$ cat src/rtl/issue_scheduler_pkg.sv
// issue_scheduler_pkg: shared unit classes, defaults and RS entry types for the issue scheduler
package issue_scheduler_pkg;
    localparam int RS_ENTRIES_DEF = 8;
    localparam int MULT_LAT_DEF = 4;
    typedef enum logic [1:0] {
        FU_ALU  = 2'd0,
        FU_MULT = 2'd1,
        FU_MEM  = 2'd2,
        FU_RSVD = 2'd3
    } fu_e;
    typedef struct packed {
        logic valid;
        logic ready;
        fu_e  fu;
    } rs_pkt_t;
    function automatic logic is_cand(rs_pkt_t p, logic alloc, logic [1:0] cls);
        return p.valid && p.ready && !alloc && p.fu == fu_e'(cls);
    endfunction
endpackage

$ cat src/rtl/issue_scheduler_if.sv
// issue_if: dispatch/RS status inputs and per-class grant outputs of the issue scheduler
interface issue_if
    import issue_scheduler_pkg::*;
#(
    parameter int N = RS_ENTRIES_DEF
) ();
    logic            i_flush;
    logic [N-1:0]    i_alloc;
    logic [N-1:0]    i_entry_ready;
    fu_e  [N-1:0]    i_entry_fu;
    logic            i_alu_stall;
    logic            i_mem_done;
    logic [N-1:0]    o_alu_gnt;
    logic [N-1:0]    o_mult_gnt;
    logic [N-1:0]    o_mem_gnt;
    logic [N-1:0]    o_issue_clear;
    logic            o_mult_busy;
    logic            o_mem_busy;
    modport slave (
        input  i_flush, i_alloc, i_entry_ready, i_entry_fu, i_alu_stall, i_mem_done,
        output o_alu_gnt, o_mult_gnt, o_mem_gnt, o_issue_clear, o_mult_busy, o_mem_busy
    );
    modport master (
        output i_flush, i_alloc, i_entry_ready, i_entry_fu, i_alu_stall, i_mem_done,
        input  o_alu_gnt, o_mult_gnt, o_mem_gnt, o_issue_clear, o_mult_busy, o_mem_busy
    );
endinterface

$ cat src/rtl/issue_scheduler_age_select.sv
// age_select: picks the one candidate that no other candidate is older than
module age_select
    import issue_scheduler_pkg::*;
#(
    parameter int N = RS_ENTRIES_DEF
) (
    input  logic [N-1:0]         i_cand,
    input  logic [N-1:0][N-1:0]  i_older,
    output logic [N-1:0]         o_sel
);
    // entry i wins when it is a candidate and no other candidate j has older[j][i]
    always_comb begin
        for (int i = 0; i < N; i++) begin
            o_sel[i] = i_cand[i];
            for (int j = 0; j < N; j++)
                if (j != i && i_cand[j] && i_older[j][i])
                    o_sel[i] = 1'b0;
        end
    end
endmodule

$ cat src/rtl/issue_scheduler.sv
// issue_scheduler: oldest-first per-class issue select with multiplier and memory occupancy tracking
module issue_scheduler
    import issue_scheduler_pkg::*;
#(
    parameter int RS_ENTRIES = RS_ENTRIES_DEF,
    parameter int MULT_LAT   = MULT_LAT_DEF
) (
    input logic    i_clk,
    input logic    i_rst_n,
    issue_if.slave bus
);
    localparam int N  = RS_ENTRIES;
    localparam int CW = $clog2(MULT_LAT);

    logic [N-1:0]         r_valid;
    logic [N-1:0][N-1:0]  r_older;
    logic [CW-1:0]        r_mult_cnt;
    logic                 r_mem_busy;
    logic [N-1:0]         w_valid_nxt;
    logic [N-1:0][N-1:0]  w_older_nxt;
    logic [2:0][N-1:0]    w_cand;
    logic [2:0][N-1:0]    w_sel;
    logic [N-1:0]         w_alu_gnt;
    logic [N-1:0]         w_mult_gnt;
    logic [N-1:0]         w_mem_gnt;
    logic [N-1:0]         w_clear;
    logic                 w_mult_busy;

    // per-class candidates: tracked, operands ready, matching class, not rewritten this cycle
    always_comb begin
        for (int c = 0; c < 3; c++)
            for (int i = 0; i < N; i++)
                w_cand[c][i] = is_cand('{valid: r_valid[i], ready: bus.i_entry_ready[i], fu: bus.i_entry_fu[i]},
                                       bus.i_alloc[i], 2'(c));
    end

    for (genvar c = 0; c < 3; c++) begin : g_sel
        age_select #(.N(N)) u_sel (
            .i_cand  (w_cand[c]),
            .i_older (r_older),
            .o_sel   (w_sel[c])
        );
    end

    assign w_mult_busy = r_mult_cnt != '0;
    assign w_alu_gnt   = (bus.i_alu_stall || bus.i_flush) ? '0 : w_sel[0];
    assign w_mult_gnt  = (w_mult_busy || bus.i_flush) ? '0 : w_sel[1];
    assign w_mem_gnt   = (r_mem_busy || bus.i_flush) ? '0 : w_sel[2];
    assign w_clear     = w_alu_gnt | w_mult_gnt | w_mem_gnt;

    assign bus.o_alu_gnt     = w_alu_gnt;
    assign bus.o_mult_gnt    = w_mult_gnt;
    assign bus.o_mem_gnt     = w_mem_gnt;
    assign bus.o_issue_clear = w_clear;
    assign bus.o_mult_busy   = w_mult_busy;
    assign bus.o_mem_busy    = r_mem_busy;

    // next tracking state: issued entries retire, a new alloc becomes youngest, flush wipes everything
    always_comb begin
        w_valid_nxt = (r_valid & ~w_clear) | bus.i_alloc;
        w_older_nxt = r_older;
        for (int i = 0; i < N; i++)
            if (bus.i_alloc[i])
                for (int j = 0; j < N; j++) begin
                    w_older_nxt[i][j] = 1'b0;
                    if (j != i)
                        w_older_nxt[j][i] = r_valid[j];
                end
        if (bus.i_flush) begin
            w_valid_nxt = '0;
            w_older_nxt = '0;
        end
    end

    // entry valid bits and age matrix
    always_ff @(posedge i_clk or negedge i_rst_n) begin
        if (!i_rst_n) begin
            r_valid <= '0;
            r_older <= '0;
        end else begin
            r_valid <= w_valid_nxt;
            r_older <= w_older_nxt;
        end
    end

    // multiplier occupancy countdown, loaded on each multiply issue
    always_ff @(posedge i_clk or negedge i_rst_n) begin
        if (!i_rst_n)
            r_mult_cnt <= '0;
        else if (bus.i_flush)
            r_mult_cnt <= '0;
        else if (|w_mult_gnt)
            r_mult_cnt <= CW'(MULT_LAT - 1);
        else if (w_mult_busy)
            r_mult_cnt <= r_mult_cnt - CW'(1);
    end

    // memory op in flight; only completion clears it, a squash does not
    always_ff @(posedge i_clk or negedge i_rst_n) begin
        if (!i_rst_n)
            r_mem_busy <= 1'b0;
        else if (|w_mem_gnt)
            r_mem_busy <= 1'b1;
        else if (bus.i_mem_done)
            r_mem_busy <= 1'b0;
    end
endmodule

$ cat src/flat_wrapper.sv
// flat-port wrapper written by rule: the top's interface ports become plain ports
module issue_scheduler_flat import issue_scheduler_pkg::*;
#(
    parameter int RS_ENTRIES = RS_ENTRIES_DEF,
    parameter int MULT_LAT   = MULT_LAT_DEF
)
  (i_clk, i_rst_n, bus_i_flush, bus_i_alloc, bus_i_entry_ready, bus_i_entry_fu, bus_i_alu_stall, bus_i_mem_done, bus_o_alu_gnt, bus_o_mult_gnt, bus_o_mem_gnt, bus_o_issue_clear, bus_o_mult_busy, bus_o_mem_busy);
  issue_if bus_i ();
  input logic i_clk;
  input logic i_rst_n;
  input wire logic [$bits(bus_i.i_flush)-1:0] bus_i_flush;
  input wire logic [$bits(bus_i.i_alloc)-1:0] bus_i_alloc;
  input wire logic [$bits(bus_i.i_entry_ready)-1:0] bus_i_entry_ready;
  input wire logic [$bits(bus_i.i_entry_fu)-1:0] bus_i_entry_fu;
  input wire logic [$bits(bus_i.i_alu_stall)-1:0] bus_i_alu_stall;
  input wire logic [$bits(bus_i.i_mem_done)-1:0] bus_i_mem_done;
  output wire logic [$bits(bus_i.o_alu_gnt)-1:0] bus_o_alu_gnt;
  output wire logic [$bits(bus_i.o_mult_gnt)-1:0] bus_o_mult_gnt;
  output wire logic [$bits(bus_i.o_mem_gnt)-1:0] bus_o_mem_gnt;
  output wire logic [$bits(bus_i.o_issue_clear)-1:0] bus_o_issue_clear;
  output wire logic [$bits(bus_i.o_mult_busy)-1:0] bus_o_mult_busy;
  output wire logic [$bits(bus_i.o_mem_busy)-1:0] bus_o_mem_busy;
  assign bus_i.i_flush = bus_i_flush;
  assign bus_i.i_alloc = bus_i_alloc;
  assign bus_i.i_entry_ready = bus_i_entry_ready;
  assign bus_i.i_entry_fu = bus_i_entry_fu;
  assign bus_i.i_alu_stall = bus_i_alu_stall;
  assign bus_i.i_mem_done = bus_i_mem_done;
  assign bus_o_alu_gnt = bus_i.o_alu_gnt;
  assign bus_o_mult_gnt = bus_i.o_mult_gnt;
  assign bus_o_mem_gnt = bus_i.o_mem_gnt;
  assign bus_o_issue_clear = bus_i.o_issue_clear;
  assign bus_o_mult_busy = bus_i.o_mult_busy;
  assign bus_o_mem_busy = bus_i.o_mem_busy;
  issue_scheduler #(.RS_ENTRIES(RS_ENTRIES), .MULT_LAT(MULT_LAT)) u_core (.i_clk(i_clk), .i_rst_n(i_rst_n), .bus(bus_i));
endmodule
$ cat config.mk
export PLATFORM = sky130hd
export DESIGN_NAME = issue_scheduler_flat
export DESIGN_NICKNAME = d
export VERILOG_FILES = /design/src/rtl/issue_scheduler_pkg.sv /design/src/rtl/issue_scheduler_if.sv /design/src/rtl/issue_scheduler_age_select.sv /design/src/rtl/issue_scheduler.sv /design/src/flat_wrapper.sv
export SDC_FILE = /design/constraint.sdc
export NUM_CORES = 1
export LEC_CHECK = 0
export CORE_UTILIZATION = 29
export DETAILED_ROUTE_END_ITERATION = 6
export MAX_ROUTING_LAYER = met4
export PLACE_DENSITY_LB_ADDON = 0.2
export SLEW_MARGIN = 5
export SYNTH_ARGS = -nofsm -noshare
export SYNTH_HDL_FRONTEND = slang
export SYNTH_SLANG_ARGS = --single-unit
$ cat constraint.sdc
create_clock -name i_clk -period 2.2 [get_ports i_clk]
set_clock_uncertainty 0.2 [all_clocks]
set_input_delay 0.44 -clock i_clk [delete_from_list [all_inputs] [get_ports i_clk]]
set_output_delay 0.44 -clock i_clk [all_outputs]
set_load 0.02 [all_outputs]
==> results.txt <==
The number of global-route vias before repair came to 6,001. The number of top-level design ports came out at 71. The net count after synthesis is 571. The max capacitance violation total is 0. The share of the synthesized area in the top cell type came out at 35.10%. Static timing analysis puts the maximum clock frequency at 328.1 MHz.

The total of flip-flops plus latches after synthesis is 67. The post-synthesis share of cell area spent on xor and xnor gates is 0.1833%. The total power per unit cell area is 472.7 nW/um^2. The post-synthesis share of cell area spent on and, or, nand and nor gates is 34.36%. The number of cells after detailed placement is 954. Buffers inserted during clock tree synthesis total 9. The clock-pin slew of the registers on the worst-case setup and hold paths came out at 60 ps. Walking the worst path, the cells encountered are inv_2 > ha_4 > nor2b_4 > buf_6 > buf_6 > nand4_1 > a2111oi_4 > nand4_1 > buf_4 > inv_4 > or3_4 > buf_6. Counting every instance in the synthesized netlist gives 533. The critical path is of the reg -> out type.

The proportion of register bits with asynchronous set or reset after synthesis is 100.0%. The H-tree depth reported by CTS is 3. The path class of the tightest hold or removal check is in -> reg. By area, the combinational part of the netlist is dominated by simple AND/OR/NAND/NOR gates. Measured against its own limit, the worst slew margin works out to 66.35%. The first global-routing pass estimated 37.47 mm of wire. The flop-to-flop setup slack is -640 ps. The largest individual stage delay along the critical path comes from the cell dfrtp_1. The hold violation total from the final report was 0. Once detail routing completed, the nets flagged for antenna violations numbered 0. The most critical setup path has its endpoint at bus_o_issue_clear[7]. The beginning of the critical path is u_core.r_mult_cnt[0]. Summing the areas of all compound-gate instances in the mapped netlist gives 17.81% of the synthesized area. The final reports fail on setup timing.

The final cycle utilization of the critical path came out at 138.5%. The layout cell share with drive strength beyond 1 came out at 57.33%. Summing every instance area after synthesis gives 4777 um^2.

The largest total area in the synthesized netlist belongs to dfrtp_1. Setup violations remaining at the end of the flow were counted as 42. TritonCTS built the clock tree. The part of the Yosys area used for sequential elements is 35.10%.

The maximum resistive drop on vdd is 423.4 uV. OpenSTA, run right after detailed placement, puts the worst setup slack at -1533 ps. Setup slack on the critical path of the routed design comes to -847.8 ps.

Ranked by total cell area, the synthesized netlist is headed by dfrtp_1 (35%), a22oi_1 (8.2%), and3_1 (6.3%). Once the floorplan was initialized, standard cells occupied 29.86% of the core. The average instance in the mapped netlist occupies 8.963 um^2. The number of flops mapped to enable cells by yosys is 0. The routed wire length came out at 25.90 mm. The adder and majority cell fraction of the synthesized area is 0.2619%. The transition time of the tightest slew-check pin came out at 504.8 ps.

The later pin in the worst-skew pair is clocked with a latency of 350 ps. The chip height is 130.3 um. The wire length per cell came out at 24.55 um.

The utilization after layout came out at 56.72%. In the synthesized netlist the dominant register cell turns out to be dfrtp_1. The Yosys step of the flow raised 0 warnings. Counting distinct cell types in the post-synthesis netlist gives 70.

The layout-stage area growth over the synthesis result came out at 89.97%. The endpoint identified for the worst register-to-register timing path is u_core.r_mult_cnt[1]. Clock tree synthesis found a total of 67 sinks. Setup repair after global routing could not meet its margin everywhere. STA classifies the critical path endpoint as an output port. The average via count per standard cell is 5.558. The number of buffers inserted by port buffering is 70.

The sum of internal, switching and leakage power came out at 4290 uW. For this run, design rule violations remaining after detail routing come to 0. The library cell used most frequently in the layout, excluding fill and tap cells, is buf_4. The total core area is 16,000 um^2.

The mux cell area share after synthesis is 6.103%. The flow ran to the end, but the final reports show violations. The overall track demand over capacity in global routing came out at 32.36%. The number of slew-limit violations in the final report is 0. The total grt overflow came out at 0. Measured in cells, the most critical reg-to-reg path has a length of 17.

The number of core rows came out at 46. The finished layout holds 1,055 standard cells, fillers aside. The number of optimization iterations in the first detailed-route pass is 5. The detailed router placed 5,864 vias in this run. The floorplan die area came out at 16,990 um^2. The cell sitting at the root of the clock tree is a clkbuf_16. The die outline width is 130.3 um.

The iteration-0 DRC count of the detailed router came out at 344. The biggest fanout along the worst timing path is 4. STA classifies the critical path startpoint as a flip-flop.

The analysis attributes to cell leakage a power of 0.004227 uW. The final weighted congestion of routability-driven global placement came out at 0.9567. The clock period minus final worst setup slack came out at 3048 ps. The longest clock path from root to sink contains 2 buffers.

The startpoint identified for the worst register-to-register timing path is u_core.r_mult_cnt[0]. The final net count is 872. The antenna cell count is 0. The sum of net half-perimeters after detailed placement is 18.88 mm. By instance count, the cell type seen most on the critical path is buf_6. Entering global routing, the biggest net connects 41 pins.

The initial antenna violation count is 0. The top cell types in the final layout, fill and taps aside, are buf_4 (173), buf_6 (111), dfrtp_1 (66). The largest incremental delay on the critical path is 400 ps.

The worst endpoint data arrival time is 2410 ps. Data on the critical path is required at its endpoint by 1560 ps.
[synth_stat cells (all sizes together), types with 16 or more instances]
| master | n |
|---|---|
| dfrtp | 67 |
| nor2 | 66 |
| a22oi | 52 |
| and3 | 48 |
| mux2i | 28 |
| clkbuf | 22 |
| buf | 21 |
| inv | 21 |
| nand3 | 21 |
| nor3 | 21 |
| nand2 | 18 |
| a21oi | 16 |
[worst min-delay path by stage]
| stage | slack, ps | depth (start not counted) | from | endpoint |
|---|---|---|---|---|
| 2_1_floorplan | -60 | 0 | i_rst_n | u_core.bus.o_mem_busy |
| 3_3_place_gp | 150 | 1 | i_rst_n | u_core.r_mult_cnt[1] |
| 3_5_place_dp | 160 | 1 | i_rst_n | u_core.r_valid[1] |
| 4_1_cts | 230 | 3 | bus_i_flush | u_core.r_mult_cnt[0] |
| 5_1_grt | 250 | 3 | bus_i_flush | u_core.r_mult_cnt[1] |
| 6_report | 230 | 3 | bus_i_alloc[3] | u_core.r_valid[3] |
[metal layers]
metal | GRT usage, % | vias up | wire length, um
met5 | - | - | 0
met4 | 17.65 | 0 | 1373
met3 | 5.863 | 80 | 1896
met2 | 51.41 | 288 | 11930
met1 | 38.84 | 2881 | 10710
li1 | - | 2615 | -
[flip-flops by register name, indices dropped and copies added (netlist names)]
| signal | cells |
|---|---|
| u_core.r_older | 56 |
| u_core.r_valid | 8 |
| u_core.r_mult_cnt | 2 |
| u_core.bus.o_mem_busy | 1 |
[final cells by class]
cell class / count / area, um^2
clock buffer: 10 / 239.0
timing repair buffer: 333 / 3080
sequential: 67 / 1678
fill: 1476 / 6925
multi-input combinational: 401 / 3623
tap: 216 / 270.3
clock inverter: 6 / 88.84
inverter: 22 / 95.09
[logic make-up after synthesis]
family | after synthesis
muxes | 29
xor gates and xnor gates | 1
and+or+nand+nor | 259
adders and majority gates | 1
buffers and inverters | 65
AOI/OAI and AO/OA | 111
DFF | 67
[per-stage QoR]
stage               setup TNS (ps)  hold slack [ps]  cell area (um^2)
floorplan                    -2646           -55.59              4898
global placement            -51630            147.8              6978
detailed placement          -52400            156.0              6978
CTS                         -21740            227.5              8612
global route                -24840            252.6              9075
finish                      -22040            233.0              9075
[timing repair]
| action | 4_1_cts | 5_1_grt |
|---|---|---|
| endpoints found under the setup margin | 44 | 44 |
| endpoints found under the hold margin | 10 | 0 |
| buffers inserted | 72 | 33 |
| pin swaps | 91 | 50 |
| gates resized for setup | 416 | 65 |
| hold buffers | 1 | 0 |
[where the power goes]
group	switching (uW)	internal [uW]
Combinational	621	634
Sequential	76.2	1300
Clock	632	1020
Total	1330	2960
[critical path, delay by kind of cell (launching register included)]
| kind | cells | cell delay [ps] |
|---|---|---|
| buffers and inverters | 6 | 630 |
| and+or+nand+nor | 4 | 580 |
| DFF | 1 | 400 |
| AOI/OAI and AO/OA | 1 | 320 |
| adders and majority gates | 1 | 120 |
(Power assumes the default switching activity.)
